[config.mk]
export PLATFORM = sky130hd
export DESIGN_NAME = mpi_credit_tx
export DESIGN_NICKNAME = d
export VERILOG_FILES = /design/src/rtl/mpi_link_pkg.sv /design/src/rtl/mpi_sync_fifo.sv /design/src/rtl/mpi_credit_tx.sv
export SDC_FILE = /design/constraint.sdc
export NUM_CORES = 1
export LEC_CHECK = 0
export CAP_MARGIN = 40
export CORE_MARGIN = 1
export CORE_UTILIZATION = 56
export DETAILED_ROUTE_END_ITERATION = 6
export PLACE_DENSITY = 0.79
export SKIP_CTS_REPAIR_TIMING = 1
export SLEW_MARGIN = 20
export SYNTH_ARGS = -nofsm -noshare
export SYNTH_HDL_FRONTEND = slang
export SYNTH_SLANG_ARGS = --single-unit
[constraint.sdc]
create_clock -name clk_i -period 4.44 [get_ports clk_i]
set_input_delay 1.11 -clock clk_i [delete_from_list [all_inputs] [get_ports clk_i]]
set_output_delay 1.11 -clock clk_i [all_outputs]
set_load 0.1 [all_outputs]
[src/rtl/mpi_link_pkg.sv]
// Shared types and defaults for the credit-based MPI link transmit path.
package mpi_link_pkg;

    localparam int FLIT_W             = 64;
    localparam int DEFAULT_CREDITS    = 3;
    localparam int DEFAULT_FIFO_DEPTH = 4;

    typedef logic [FLIT_W-1:0] flit_t;

    typedef enum logic [1:0] {
        LINK_IDLE  = 2'd0,
        LINK_SEND  = 2'd1,
        LINK_STALL = 2'd2
    } link_state_e;

endpackage

[src/rtl/mpi_sync_fifo.sv]
// Synchronous FIFO with wrap-bit pointers; head data is presented combinationally.
module mpi_sync_fifo #(
    parameter int DATA_W = 64,
    parameter int DEPTH  = 4
) (
    input  logic                       clk_i,
    input  logic                       rst_i,
    input  logic                       push_i,
    input  logic                       pop_i,
    input  logic [DATA_W-1:0]          data_i,
    output logic [DATA_W-1:0]          data_o,
    output logic                       full_o,
    output logic                       empty_o,
    output logic [$clog2(DEPTH):0]     level_o
);

    localparam int AW = $clog2(DEPTH);
    localparam int PW = AW + 1;

    logic [DATA_W-1:0] mem_q [DEPTH];
    logic [PW-1:0]     wr_ptr_q, wr_ptr_d;
    logic [PW-1:0]     rd_ptr_q, rd_ptr_d;
    logic              do_push, do_pop;

    assign full_o  = ((wr_ptr_q ^ rd_ptr_q) == {1'b1, {AW{1'b0}}});
    assign empty_o = (wr_ptr_q == rd_ptr_q);
    assign level_o = wr_ptr_q - rd_ptr_q;
    assign data_o  = mem_q[rd_ptr_q[AW-1:0]];

    // A full FIFO refuses a push even when a pop happens in the same cycle.
    assign do_push = push_i && !full_o;
    assign do_pop  = pop_i && !empty_o;

    assign wr_ptr_d = do_push ? wr_ptr_q + PW'(1) : wr_ptr_q;
    assign rd_ptr_d = do_pop  ? rd_ptr_q + PW'(1) : rd_ptr_q;

    always_ff @(posedge clk_i) begin
        if (rst_i) begin
            wr_ptr_q <= '0;
            rd_ptr_q <= '0;
        end else begin
            wr_ptr_q <= wr_ptr_d;
            rd_ptr_q <= rd_ptr_d;
        end
    end

    always_ff @(posedge clk_i) begin
        if (do_push) begin
            mem_q[wr_ptr_q[AW-1:0]] <= data_i;
        end
    end

endmodule

[src/rtl/mpi_credit_tx.sv]
// Credit-based (valid/yummy) transmit stage: buffers local flits and sends one per
// cycle only while the remote receive buffer has a free slot.
//
//   state      | meaning
//   LINK_IDLE  | local buffer empty
//   LINK_SEND  | flits buffered and at least one credit available
//   LINK_STALL | flits buffered but no credits left
module mpi_credit_tx
    import mpi_link_pkg::*;
#(
    parameter int DATA_W     = FLIT_W,
    parameter int CREDITS    = DEFAULT_CREDITS,
    parameter int FIFO_DEPTH = DEFAULT_FIFO_DEPTH
) (
    input  logic                         clk_i,
    input  logic                         rst_i,
    input  logic [DATA_W-1:0]            data_i,
    input  logic                         valid_i,
    output logic                         ready_o,
    output logic [DATA_W-1:0]            data_o,
    output logic                         valid_o,
    input  logic                         yummy_i,
    output logic [$clog2(CREDITS+1)-1:0] credits_o,
    output logic [1:0]                   state_o,
    output logic                         err_o
);

    localparam int CW = $clog2(CREDITS + 1);
    localparam int LW = $clog2(FIFO_DEPTH) + 1;
    localparam logic [CW-1:0] CRED_MAX = CW'(CREDITS);

    logic [DATA_W-1:0] fifo_head;
    logic              fifo_full, fifo_empty;
    logic [LW-1:0]     fifo_level, level_d;
    logic              push, send;

    logic [CW-1:0]     credits_q, credits_d;
    logic              err_q, err_d;
    logic [DATA_W-1:0] data_q;
    logic              valid_q;
    link_state_e       state_q, state_d;

    assign ready_o = !fifo_full;
    assign push    = valid_i && !fifo_full;
    assign send    = !fifo_empty && (credits_q != '0);

    mpi_sync_fifo #(
        .DATA_W (DATA_W),
        .DEPTH  (FIFO_DEPTH)
    ) u_fifo (
        .clk_i   (clk_i),
        .rst_i   (rst_i),
        .push_i  (push),
        .pop_i   (send),
        .data_i  (data_i),
        .data_o  (fifo_head),
        .full_o  (fifo_full),
        .empty_o (fifo_empty),
        .level_o (fifo_level)
    );

    // A yummy only lands in the counter at the edge, so it cannot unblock a send
    // in the cycle it arrives.
    always_comb begin
        credits_d = credits_q;
        err_d     = err_q;
        unique case ({send, yummy_i})
            2'b10: credits_d = credits_q - CW'(1);
            2'b01: begin
                if (credits_q == CRED_MAX) begin
                    err_d = 1'b1;
                end else begin
                    credits_d = credits_q + CW'(1);
                end
            end
            default: credits_d = credits_q;
        endcase

        level_d = fifo_level + LW'(push) - LW'(send);

        if (level_d == '0) begin
            state_d = LINK_IDLE;
        end else if (credits_d != '0) begin
            state_d = LINK_SEND;
        end else begin
            state_d = LINK_STALL;
        end
    end

    always_ff @(posedge clk_i) begin
        if (rst_i) begin
            state_q   <= LINK_IDLE;
            credits_q <= CRED_MAX;
            err_q     <= 1'b0;
            valid_q   <= 1'b0;
            data_q    <= '0;
        end else begin
            case (state_q)
                LINK_IDLE, LINK_SEND, LINK_STALL: state_q <= state_d;
                default:                          state_q <= LINK_IDLE;
            endcase
            credits_q <= credits_d;
            err_q     <= err_d;
            valid_q   <= send;
            if (send) begin
                data_q <= fifo_head;
            end
        end
    end

    assign data_o    = data_q;
    assign valid_o   = valid_q;
    assign credits_o = credits_q;
    assign state_o   = state_q;
    assign err_o     = err_q;

endmodule

; ---- Word level (Yosys, flattened, before mapping)
; Memory sizes are Yosys's and may differ from the RTL's. A register that Yosys moved wholly into a read port is not among the register bits.
; Cells that the tools add are included.
[word_totals]
reg_bits = 12
ramBits = 256
word_cells = 41
output_inout_bits = 71
input_bits = 68
memories = 1
[op_classes]
n_addsub = 7
n_reduce_logical = 13
muxes = 5
bitwise = 2
n_eq_ne = 7
[memory_table]
columns = name, depth, width, read_ports, rd_ports_with_merged_regs, write_ports, line
row1 = u_fifo.mem_q, 4, 64, 1, 1, 1, mpi_sync_fifo.sv:20  ; logic [DATA_W-1:0] mem_q [DEPTH];
[op_table]
columns = operator, n
row1 = 3-bit by 1-bit adder with 3-bit output (second input constant), 2
row2 = 2-bit == test (second input constant), 3
row3 = 3-bit OR reduction, 2
row4 = 2-bit by 1-bit == test with 1-bit output (second input constant), 2
row5 = 1-bit logical AND, 4
row6 = 2-bit two-way mux, 2
row7 = 2-bit case mux with 2 select lines, 1
row8 = 2-bit nonzero test, 2
row9 = 3-bit by 1-bit adder with 3-bit output, 1
row10 = 3-bit == test, 1
row11 = 3-bit == test (second input constant), 1
row12 = 3-bit zero test, 1
row13 = 3-bit by 1-bit subtractor with 3-bit output, 1
row14 = 3-bit subtractor, 1
row15 = 3-bit bitwise XOR, 1
row16 = 2-bit by 1-bit adder with 2-bit output (second input constant), 1
row17 = 1-bit zero test, 2
row18 = 2-bit zero test, 1
row19 = 1-bit two-way mux, 2
row20 = 2-bit AND reduction, 1
row21 = 2-bit by 1-bit subtractor with 2-bit output (second input constant), 1
row22 = 1-bit inverter, 1

; ---- Logic depth before layout (Yosys ltp)
[logic_depth]
word_depth = 8
mapped_depth = 14

; ---- Cells and area by module
; A second synthesis with hierarchy kept.
[unflattened]
hier_cells = 721
hier_area_um2 = 12510.7
[by_module_without_submodules]
columns = module, cells_each, seq_area_each_um2, area_per_inst_um2, n_inst
row1 = mpi_sync_fifo, 400, 7847.5, 9849.4, 1
row2 = mpi_credit_tx, 321, 1401.3, 2661.3, 1

; ---- Worst setup path after synthesis
; No wires, ideal clock.
[synth_timing]
path_type = reg-to-reg
startpoint = register credits_q[0], in the netlist credits_o[0]
endpoint = register state_q[1], in the netlist state_o[1]
path_stages_with_launch = 15
t_required_ns = 4.325
path_slack_ns = 0.783
arrival_time_ns = 3.542
period_less_slack_ns = 3.657
setup_time_ns = 0.115
cell_sequence = dfxtp_1 inv_1 ha_1 a31o_1 clkbuf_2 buf_6 buf_6 fa_1 inv_1 fa_1 inv_1 ha_1 xnor2_1 xnor2_1 a2111oi_0
[synth_via]
elab_chain_len = 6
elab_cells_between_ends = 14
classes_between = add/sub: 3 / eq/ne: 3 / mux: 3 / reduce/logical: 5
[synth_rtl]
columns = item, line
row1 = from (decl), mpi_credit_tx.sv:37  ; logic [CW-1:0] credits_q, credits_d;
row2 = from (signal assigned), mpi_credit_tx.sv:102  ; credits_q <= credits_d;
row3 = branches (longest 6 deep; another with 3-bit by 1-bit subtractor with 3-bit output), -
row4 = to (signal assigned), mpi_credit_tx.sv:99  ; LINK_IDLE, LINK_SEND, LINK_STALL: state_q <= state_d;
row5 = to (decl), mpi_credit_tx.sv:41  ; link_state_e state_q, state_d;
; Several ways; the timed one is not identified.
; A chain may end at the register's enable or synchronous reset.

; ---- Worst setup path after layout
[layout_timing]
startpoint = input valid_i
endpoint = register state_q[1], in the netlist state_o[1]
[layout_via]
elab_chain_len = 5
[layout_rtl]
columns = item, line
row1 = from (decl), mpi_credit_tx.sv:18  ; input logic valid_i,
row2 = 1-bit logical AND, mpi_credit_tx.sv:44  ; assign push = valid_i && !fifo_full;
row3 = 3-bit by 1-bit adder with 3-bit output, mpi_credit_tx.sv:79  ; level_d = fifo_level + LW'(push) - LW'(send);
row4 = 3-bit by 1-bit subtractor with 3-bit output, mpi_credit_tx.sv:79
row5 = 3-bit zero test, mpi_credit_tx.sv:81  ; if (level_d == '0) begin
row6 = 3-bit OR reduction (no line), -
; Every way passes these cells.

==> impl_metrics.yaml <==
logic_synthesis:
  synth.most_common_cell: "sky130_fd_sc_hd__edfxtp_1"
  synth_warnings: 0
  synth.area.top_cells: "sky130_fd_sc_hd__edfxtp_1 61%, sky130_fd_sc_hd__dfxtp_1 12%, sky130_fd_sc_hd__mux4_2 11%"
  post_synthesis_cell_type_with_the_largest_combined_area: "sky130_fd_sc_hd__edfxtp_1"
  edff_count_synth: 256
  synth.avg_cell_area_sq_um: 17.79
  yosys.cell_types.count: 35
  synth_fp_nets: 791
  yosys_register_bits: 332
  yosysSeqAreaShare_pct: 73.02
  syn_inst: 709
  synth_top_cells_by_count: "256 x sky130_fd_sc_hd__edfxtp_1, 136 x sky130_fd_sc_hd__nand2_1, 76 x sky130_fd_sc_hd__dfxtp_1, 66 x sky130_fd_sc_hd__mux2i_1, 64 x sky130_fd_sc_hd__mux4_2"
  post_synthesis_async_set_or_reset_flop_share_pct: 0
  synthesis.area_sq_um: 12610
  synth_top_cell_area_share_pct: 60.96
  ys.flop_type: "sky130_fd_sc_hd__edfxtp_1"
cells_and_area:
  post_route_cells_drive_above_1_share_pct: 22.13
  fin_nets: 1007
  areaGrowthSynthToFinish_pct: 30.12
  layout_filler_cell_count: 1213
setup_path:
  critical_path_peak_fanout: 7
  critPathRequiredTime_ps: 4850
  timing.critical_path.from_type: "input pin"
  cp_data_arrival_time_ps: 3670
  crit_path_end_kind: "register"
  crit_type: "input pin to register"
route:
  detail_route.wirelength_um: 24380
  avgViaCountPerCell: 5.562
  detail_route.iter0.violations: 422
  detail-route-antenna-nets: 0
  drtPass1Iterations: 7
  routed_wire_length_per_instance_um: 19.82
  drc: 14
  route.vias.total: 6841
min_path:
  worst_hold_path_type: "register to register"
power_and_ir_drop:
  pwr_density_cell_nw_per_um2: 774.5
  vdd.ir_drop.worst_v: 0.0006314
  p_leak_uw: 0.005852
global_route:
  globalRouteTotalUtil_pct: 21.47
  first_global_vias: 7243
  globalRoute.totalOverflow: 0
  grt_first_pass_wirelength_um: 38460
  grt_start_max_net_pins: 72
  grt_antenna_before_repair: 1
floorplan:
  placement_rows: 54
  floorplan.initialDensity_pct: 57.43
  core_area_sq_um: 21960
  dieWidth_um: 152.1
  ios: 139
  die_h_um: 152.1
  area_of_the_die_sq_um: 23120
timing:
  grt_setup_unrepaired: "false"
  slew-limit-headroom_pct: 47.21
  report.final.setup_viol: 0
  post-route-period-util_pct: 73.48
  slew_viol_final: 0
  clock.fmax_mhz: 306.5
  worstMarginPinSlew_ps: 791.8
  finalHoldViolCount: 0
  finalClockSkew_ps: 9.753
  finalWorstPathRequiredPeriod_ps: 3262
  accumulated_negative_setup_slack_ps: 0
  slack_of_the_critical_path_ps: 1178
run:
  drv_cap: 0
clock_tree:
  clk-insertion-delay-late_ps: 540
  cts_buffers: 31
  clk_pin_slew_ps: 60
  htree_num_levels: 1
  ctsLongestPathBuffers: 3
  clock-root-buffer: "sky130_fd_sc_hd__clkbuf_16"
  cts.sink_count: 332
  tritoncts: "yes"
run_status:
  violations_in_the_final_reports: "design-rule violations"
  status: "finished, violations left"
placement:
  pre_cts_ws_ps: 663.5
  gpl.final_weighted_congestion: 0.7607
  buffer_ports.inserted: 138
  hpwl_um: 15050
-- worst paths after layout --
kind | start | to | slack [ps] | depth (start not counted)
worst max-delay path | valid_i | state_o[1] | 1180 | 10
worst min-delay path | data_o[24] | data_o[24] | 460 | 2
worst max register to register | u_fifo.rd_ptr_q[0] | state_o[1] | 1200 | 10
worst min register to register | data_o[24] | data_o[24] | 460 | 2
-- cell usage in the layout (no fill, tap or decap), drive strengths merged, types with 12 or more instances in the layout --
cell	n
inv	13
edfxtp	256
clkinv	14
mux4	64
nand2	136
ha	12
buf	84
mux2i	66
clkdlybuf4s50	137
clkbuf	38
dfxtp	76
-- per-stage QoR --
step           util [%]  cells  hold WS, ps  instance area (sq um)  power (uW)
3_3_place_gp      64.68   1095        442.8                  14200        9019
2_1_floorplan         -    709        514.0                  12610        8076
5_1_grt           74.73   1230        475.0                  16410       13150
4_1_cts           74.72   1229        460.6                  16410       12790
3_5_place_dp      70.23   1172        450.3                  15420       10260
6_report          74.73   1230        459.5                  16410       12710
-- kinds of logic after synthesis --
| kind of cell | Yosys count | share of synthesized area, % |
|---|---|---|
| simple gates | 157 | 4.981 |
| buf+inv | 51 | 2.064 |
| compound gates | 15 | 0.9625 |
| flops | 332 | 73.02 |
| xor+xnor | 8 | 0.6152 |
| fa+ha+maj | 14 | 1.508 |
| mux | 132 | 16.85 |
-- metal layers --
layer	track usage, %	routed length, um	part of all wire, %	up-vias
met5	0	0	0	-
met4	6.122	455	1.9	0
met3	3.480	1334	5.5	36
met2	38.73	12850	53	210
met1	26.88	9743	40	3473
li1	-	-	-	3122
-- final cells by class --
type	instances	area (sq um)	share of cell area, %
Multi-Input combinational cell	326	3161	19.26
Antenna cell	1	2.502	0.01525
Sequential cell	332	9216	56.16
Inverter	13	51.30	0.3126
Clock buffer	38	832.0	5.071
Tap cell	280	350.3	2.135
Clock inverter	19	153.9	0.9379
Timing Repair Buffer	221	2643	16.10
-- critical path, cell delays in order --
cell	delay, ps
sky130_fd_sc_hd__clkdlybuf4s50_1	530
sky130_fd_sc_hd__o31a_1	360
sky130_fd_sc_hd__fa_1	230
sky130_fd_sc_hd__inv_1	50
sky130_fd_sc_hd__fa_1	480
sky130_fd_sc_hd__inv_1	50
sky130_fd_sc_hd__ha_1	200
sky130_fd_sc_hd__xnor2_1	140
sky130_fd_sc_hd__xnor2_1	140
sky130_fd_sc_hd__a2111oi_0	380
-- sequential cells by signal, summed over array words and instances, names as in the netlist --
register and count:
data_o 64, u_fifo.rd_ptr_q 3, err_o 1, valid_o 1, u_fifo.wr_ptr_q 3, u_fifo.mem_q 256
state_o 2, credits_o 2
-- where the power goes --
| group | internal [uW] | switching [uW] | leakage [uW] |
|---|---|---|---|
| registers | 3890 | 294 | 0.00298 |
| clock network | 1450 | 1080 | 0.000487 |
| logic | 2330 | 3680 | 0.00239 |
| total | 7660 | 5050 | 0.00585 |
No activity file was read; power rests on OpenSTA's default activity.
